===== config.mk =====
export PLATFORM = sky130hd
export DESIGN_NAME = alu_busy_tracker
export DESIGN_NICKNAME = d
export VERILOG_FILES = /design/src/rtl/alu_busy_tracker.sv
export SDC_FILE = /design/constraint.sdc
export NUM_CORES = 1
export LEC_CHECK = 0
export CELL_PAD_IN_SITES_DETAIL_PLACEMENT = 1
export CELL_PAD_IN_SITES_GLOBAL_PLACEMENT = 1
export CORE_MARGIN = 2
export CORE_UTILIZATION = 43
export CTS_CLUSTER_DIAMETER = 60
export DETAILED_ROUTE_END_ITERATION = 8
export GPL_TIMING_DRIVEN = 0
export PLACE_DENSITY = 0.94
export SETUP_SLACK_MARGIN = 0.5
export SLEW_MARGIN = 25
export SYNTH_ARGS = -nofsm -noshare
export SYNTH_HDL_FRONTEND = slang
export SYNTH_SLANG_ARGS = --single-unit

===== constraint.sdc =====
create_clock -name clk -period 3.3 [get_ports clk]
set_clock_uncertainty 0.05 [all_clocks]
set_input_delay 0.495 -clock clk [delete_from_list [all_inputs] [get_ports clk]]
set_output_delay 0.495 -clock clk [all_outputs]
set_load 0.05 [all_outputs]

===== src/rtl/alu_busy_tracker.sv =====
// Issue-side occupancy tracker for the SIMD, SIMF, SALU and LSU execution units.
// Each ALU-style unit is free when its down-counter reaches zero. The LSU is
// tracked as an in-flight count that is bounded by LSU_MAX_OUTSTANDING. Any
// illegal issue or retire sets a sticky protocol error flag.
module alu_busy_tracker #(
  parameter int SIMD_BUSY_CYCLES    = 4,
  parameter int SIMF_BUSY_CYCLES    = 4,
  parameter int SALU_BUSY_CYCLES    = 1,
  parameter int LSU_MAX_OUTSTANDING = 4
) (
  input  logic       clk,
  input  logic       rst,
  input  logic       c_simd0_alu_select,
  input  logic       c_simd1_alu_select,
  input  logic       c_simd2_alu_select,
  input  logic       c_simd3_alu_select,
  input  logic       c_simf0_alu_select,
  input  logic       c_simf1_alu_select,
  input  logic       c_simf2_alu_select,
  input  logic       c_simf3_alu_select,
  input  logic       c_lsu_lsu_select,
  input  logic       c_salu_alu_select,
  input  logic       lsu_done,
  output logic       f_simd0_alu_ready,
  output logic       f_simd1_alu_ready,
  output logic       f_simd2_alu_ready,
  output logic       f_simd3_alu_ready,
  output logic       f_simf0_alu_ready,
  output logic       f_simf1_alu_ready,
  output logic       f_simf2_alu_ready,
  output logic       f_simf3_alu_ready,
  output logic       f_lsu_ready,
  output logic       f_salu_alu_ready,
  output logic [2:0] lsu_outstanding,
  output logic       protocol_err
);

  localparam logic [2:0] SIMD_BUSY = 3'(SIMD_BUSY_CYCLES);
  localparam logic [2:0] SIMF_BUSY = 3'(SIMF_BUSY_CYCLES);
  localparam logic [2:0] SALU_BUSY = 3'(SALU_BUSY_CYCLES);
  localparam logic [2:0] LSU_MAX   = 3'(LSU_MAX_OUTSTANDING);

  logic [2:0] simd_cnt [4];
  logic [2:0] simf_cnt [4];
  logic [2:0] salu_cnt;
  logic [2:0] lsu_cnt;
  logic       err_q;

  logic [3:0] simd_sel;
  logic [3:0] simf_sel;
  logic [3:0] simd_rdy;
  logic [3:0] simf_rdy;
  logic       salu_rdy;

  logic [2:0] lsu_cnt_nxt;
  logic       lsu_err;
  logic       busy_err;
  logic       group_err;

  // Next value of a busy down-counter: reload on an accepted select, else count down to zero.
  function automatic logic [2:0] busy_next(input logic [2:0] cnt, input logic sel,
                                           input logic [2:0] busy);
    logic [2:0] nxt;
    nxt = cnt;
    if (sel && (cnt == 3'd0)) nxt = busy;
    else if (cnt != 3'd0)     nxt = cnt - 3'd1;
    return nxt;
  endfunction

  // True when more than one bit of the group select vector is set.
  function automatic logic multi_hot(input logic [3:0] v);
    return (v & (v - 4'd1)) != 4'd0;
  endfunction

  assign simd_sel = {c_simd3_alu_select, c_simd2_alu_select,
                     c_simd1_alu_select, c_simd0_alu_select};
  assign simf_sel = {c_simf3_alu_select, c_simf2_alu_select,
                     c_simf1_alu_select, c_simf0_alu_select};

  // Ready decode straight from the counter registers.
  always_comb begin
    simd_rdy = 4'b0000;
    simf_rdy = 4'b0000;
    for (int i = 0; i < 4; i++) begin
      simd_rdy[i] = (simd_cnt[i] == 3'd0);
      simf_rdy[i] = (simf_cnt[i] == 3'd0);
    end
    salu_rdy = (salu_cnt == 3'd0);
  end

  // LSU in-flight count update; simultaneous issue and retire cancel out.
  always_comb begin
    lsu_cnt_nxt = lsu_cnt;
    lsu_err     = 1'b0;
    if (c_lsu_lsu_select && !lsu_done) begin
      if (lsu_cnt >= LSU_MAX) lsu_err = 1'b1;
      else                    lsu_cnt_nxt = lsu_cnt + 3'd1;
    end else if (lsu_done && !c_lsu_lsu_select) begin
      if (lsu_cnt == 3'd0) lsu_err = 1'b1;
      else                 lsu_cnt_nxt = lsu_cnt - 3'd1;
    end
  end

  // Protocol violations: selecting a busy unit, or multiple selects within a group.
  always_comb begin
    busy_err  = (|(simd_sel & ~simd_rdy)) | (|(simf_sel & ~simf_rdy)) |
                (c_salu_alu_select & ~salu_rdy);
    group_err = multi_hot(simd_sel) | multi_hot(simf_sel);
  end

  // State registers; reset abandons all busy periods and in-flight LSU work.
  always_ff @(posedge clk) begin
    if (!rst) begin
      for (int i = 0; i < 4; i++) begin
        simd_cnt[i] <= 3'd0;
        simf_cnt[i] <= 3'd0;
      end
      salu_cnt <= 3'd0;
      lsu_cnt  <= 3'd0;
      err_q    <= 1'b0;
    end else begin
      for (int i = 0; i < 4; i++) begin
        simd_cnt[i] <= busy_next(simd_cnt[i], simd_sel[i], SIMD_BUSY);
        simf_cnt[i] <= busy_next(simf_cnt[i], simf_sel[i], SIMF_BUSY);
      end
      salu_cnt <= busy_next(salu_cnt, c_salu_alu_select, SALU_BUSY);
      lsu_cnt  <= lsu_cnt_nxt;
      err_q    <= err_q | busy_err | group_err | lsu_err;
    end
  end

  assign f_simd0_alu_ready = simd_rdy[0];
  assign f_simd1_alu_ready = simd_rdy[1];
  assign f_simd2_alu_ready = simd_rdy[2];
  assign f_simd3_alu_ready = simd_rdy[3];
  assign f_simf0_alu_ready = simf_rdy[0];
  assign f_simf1_alu_ready = simf_rdy[1];
  assign f_simf2_alu_ready = simf_rdy[2];
  assign f_simf3_alu_ready = simf_rdy[3];
  assign f_salu_alu_ready  = salu_rdy;
  assign f_lsu_ready       = (lsu_cnt < LSU_MAX);
  assign lsu_outstanding   = lsu_cnt;
  assign protocol_err      = err_q;

endmodule


* Word-level counts from Yosys, hierarchy flattened
Memory sizes are Yosys's and may differ from the RTL's. Cells that the tools add are included.
Storage, ports and cells: memory bits (writable) 24, memories kept 2, bits of input ports 13, output and inout port bits 14, register bits 7
Memories:
- simd_cnt | words 4, bits a word 3, read ports 4, clocked after memory_dff 0, write ports 4, line 43 | logic [2:0] simd_cnt [4];
- simf_cnt | words 4, bits a word 3, read ports 4, clocked after memory_dff 0, write ports 4, line 44 | logic [2:0] simf_cnt [4];
Cells by class: reductions and logical operators 40, mux-type cells 44, magnitude comparators 2, add/sub/neg operators 13, bitwise gates (word level) 23, equality and inequality tests 2
Operator list (count):
- $mux W3 | 36
- $logic_not A3 Y1 | 10
- $sub A3 B1 Y3 const B | 10
- $reduce_bool A3 Y1 | 9
- $and A4 B4 Y4 | 4
- $or A1 B1 Y1 | 14
- $logic_and A1 B1 Y1 | 11
- $mux W1 | 8
- $not A4 Y4 | 2
- $reduce_bool A4 Y1 | 2
- $reduce_or A4 Y1 | 2
- $sub A4 B1 Y4 const B | 2
- $ne A2 B2 Y1 const B | 2
- $reduce_bool A2 Y1 | 2
- $add A3 B1 Y3 const B | 1
- $ge A3 B3 Y1 const B | 1
- $lt A3 B3 Y1 const B | 1
- $reduce_and A3 Y1 | 1
- $logic_not A1 Y1 | 2
- $not A1 Y1 | 2
- $reduce_or A2 Y1 | 1
- $and A1 B1 Y1 | 1

* Depth between registers and ports, before layout
An unclocked memory read counts as a cell.
word-level depth 10, gate-level depth with buffers 7, mapped depth without buffers 7

* Worst setup path before layout
No wires, ideal clock.
path type reg2reg, from mem simd_cnt[3][0], to reg err_q (netlist: protocol_err), data arrival time 1.929 ns, cell stages (with the launch flop) 7, slack 1.201 ns, setup time 0.120 ns, path buffers 0, cell sequence dfxtp_1 > inv_1 > ha_1 > nor2b_1 > nand2b_1 > nand4_1 > o31a_1
RTL lines:
- start, declared | line 43
- end signal, assigned | line 128 | err_q <= err_q | busy_err | group_err | lsu_err;
- end, declared | line 47 | logic err_q;

==> flow_metrics.env <==
export IMPL_run_status="completed"
export IMPL_crit_start="simd_cnt[3][0]"
export IMPL_start_kind="flop"
export IMPL_grt_pass1_vias=1538
export IMPL_synth_enable_flop_cells=0
export IMPL_hpwl_um=3070
export IMPL_drt_vias_per_instance=5.17
export IMPL_cts_setup_buffers=0
export IMPL_num_vias=1474
export IMPL_wirelength_um=4060
export IMPL_clk_pin_slew_ns=0.07
export IMPL_worstSetupPathType="reg -> out"
export IMPL_hold_viol_final=0
export IMPL_cts_path_max_buffers=2
export IMPL_fin_ws_ns=0.636
export IMPL_synthCells=201
export IMPL_path_max_fanout=6
export IMPL_end_kind="output pin"
export IMPL_rows=23
export IMPL_nFillCells=492
export IMPL_fin_setup_tns_ns=0
export IMPL_cts_tree="done"
export IMPL_drt_initial_drc_count=55
export IMPL_worstPathArrival_ns=2.12
export IMPL_placed_area_sq_mm=0.00211
export IMPL_die_h_um=68.4
export IMPL_syn2layout_area_growth_pct=23.7
export IMPL_numCtsBuffers=5
export IMPL_final_cell_area_sq_mm=0.00221
export IMPL_placement_io_buffers=26
export IMPL_core_area_sq_mm=0.00400
export IMPL_syn_nets=235
export IMPL_num_nets_final=268
export IMPL_gp_congestion=0.768
export IMPL_p_leak_nw=0.982
export IMPL_multi_input_area_sq_mm=0.00104
export IMPL_drc=0
export IMPL_grt_max_degree=11
export IMPL_ys_types=32
export IMPL_worstHoldStart="simd_cnt[1][2]"
export IMPL_seqCellArea_sq_um=621
export IMPL_dieArea_sq_mm=0.00468
export IMPL_postRouteAntennaNets=0
export IMPL_initial_utilization_pct=44.6
export IMPL_numClockSinks=31
export IMPL_power_mw=2.42
export IMPL_maxCapViolCount=0
export IMPL_cp_required_ns=2.75
export IMPL_htree_levels=2
export IMPL_hp_class="reg -> reg"
export IMPL_grt_first_pass_wirelength_um=7010
export IMPL_slew_headroom_pct=65.6
export IMPL_crit_reg2reg_launch="simd_cnt[0][0]"
export IMPL_finalCriticalPeriod_ns=2.66
export IMPL_drive_gt1_share_pct=6.81
export IMPL_fin_util_pct=55.1
export IMPL_yosys_most_used_dff="dfxtp_1"
export IMPL_syn_area_sq_mm=0.00178
export IMPL_finalSetupViolations=0
export IMPL_grt_use_total_pct=20.8
export IMPL_ctsHoldBuffers=0
export IMPL_power_density_mw_per_mm2=1100
export IMPL_ys_seq_area_share_pct=34.8
export IMPL_synthArstFlopShare_pct=0
export IMPL_final_max_slew_viol_count=0
export IMPL_avgRoutedWirePerCell_um=14.2
export IMPL_die_w_um=68.4
export IMPL_yosys_warnings=0
export IMPL_dpl_worst_slack_ns=0.863
export IMPL_clock_latency_ns=0.28
export IMPL_period_share_pct=80.7
export IMPL_tightest_slew_ns=0.516
export IMPL_syn_avg_cell_area_sq_um=8.87
export IMPL_antenna_found_initial=0
export IMPL_io_pins=27
export IMPL_rsz0062_at_grt="false"
export IMPL_max_vdd_ir_drop_v=0.000552
export IMPL_synth_seq_cells=31
export IMPL_diodes=0
export IMPL_fmaxAchievable_mhz=375
export IMPL_firstDrtPassIters=4
export IMPL_cts_resized=0
export IMPL_clock_root_buffer="clkbuf_8"
export IMPL_grt_overflow=0
[metrics by stage]
stage | hold slack, ns | std cells
finish | 0.470 | 285
global route | 0.491 | 285
CTS | 0.471 | 285
detailed placement | 0.454 | 277
global placement | 0.444 | 277
floorplan | 0.434 | 201
[area by class of cell]
type	count	share of cell area, %
Buffer	3	0.510
Clock buffer	8	4.54
Inverter	30	5.10
Multi-Input combinational cell	137	47.1
Sequential cell	31	28.1
Tap cell	50	2.84
Timing Repair Buffer	26	11.8
[flip-flops by register name, summed over array words and instances (netlist names)]
name	flops
protocol_err	1
salu_cnt	3
simd_cnt	12
lsu_outstanding	3
simf_cnt	12
[critical path, cell delays in order (launching register included)]
cell	delay, ns
dfxtp_1	0.33
inv_1	0.08
ha_1	0.17
nor2b_1	0.37
clkdlybuf4s50_1	0.88
[synth_stat cells, types with 2 or more instances]
master | instances | area share, %
a21boi_0 | 7 | 2.9
and2_1 | 11 | 3.9
clkbuf_1 | 3 | 0.63
dfxtp_1 | 31 | 35
ha_1 | 20 | 14
inv_1 | 30 | 6.3
mux2_2 | 8 | 5.1
nand2_1 | 17 | 3.6
nand2b_1 | 9 | 3.2
nand3b_1 | 2 | 0.84
nand4_1 | 2 | 0.70
nor2b_1 | 3 | 1.1
nor3b_1 | 2 | 0.84
o211a_1 | 8 | 4.5
o21a_1 | 2 | 0.84
o21ai_0 | 15 | 4.2
or3_1 | 16 | 5.6
[path summary, 6_finish.rpt]
check | endpoint | slack, ns | cells after the start
worst max-delay path | f_simd3_alu_ready | 0.64 | 4
worst min-delay path | simd_cnt[1][2] | 0.47 | 1
worst max register to register | protocol_err | 1.63 | 6
worst min register to register | simd_cnt[1][2] | 0.47 | 1
[kinds of logic (layout without fill, tap and decap cells)]
| kind of cell | count (synthesis) | in the layout | synth area share [%] |
|---|---|---|---|
| and+or+nand+nor | 67 | 67 | 21.4 |
| AOI/OAI and AO/OA | 38 | 38 | 15.1 |
| buffers and inverters | 33 | 67 | 6.95 |
| DFF | 31 | 31 | 34.8 |
| adders and majority gates | 21 | 21 | 15.2 |
| muxes | 9 | 9 | 5.61 |
| xor gates and xnor gates | 2 | 2 | 0.983 |
[layer usage]
layer | wire length (um) | vias to the layer above | GRT usage, %
met5 | 0 | - | 0
met4 | 49 | 0 | 6.00
met3 | 145 | 6 | 5.92
met2 | 2120 | 22 | 38.2
met1 | 1740 | 704 | 22.8
li1 | - | 742 | -
[where the power goes]
part | internal [mW] | leakage, nW | switching (mW)
clock | 0.190 | 0.0515 | 0.144
sequential | 0.536 | 0.258 | 0.0834
combinational | 0.579 | 0.673 | 0.892
[cell usage in the layout, fill, tap and decap left out, drive strengths merged, types with 9 or more instances in the layout]
| cell | Yosys | final |
|---|---|---|
| o21ai | 15 | 15 |
| clkdlybuf4s50 | 0 | 26 |
| inv | 30 | 30 |
| clkbuf | 3 | 11 |
| and2 | 11 | 11 |
| dfxtp | 31 | 31 |
| nand2 | 17 | 17 |
| nand2b | 9 | 9 |
| ha | 20 | 20 |
| or3 | 16 | 16 |
Power figures use the tool's default switching activity.
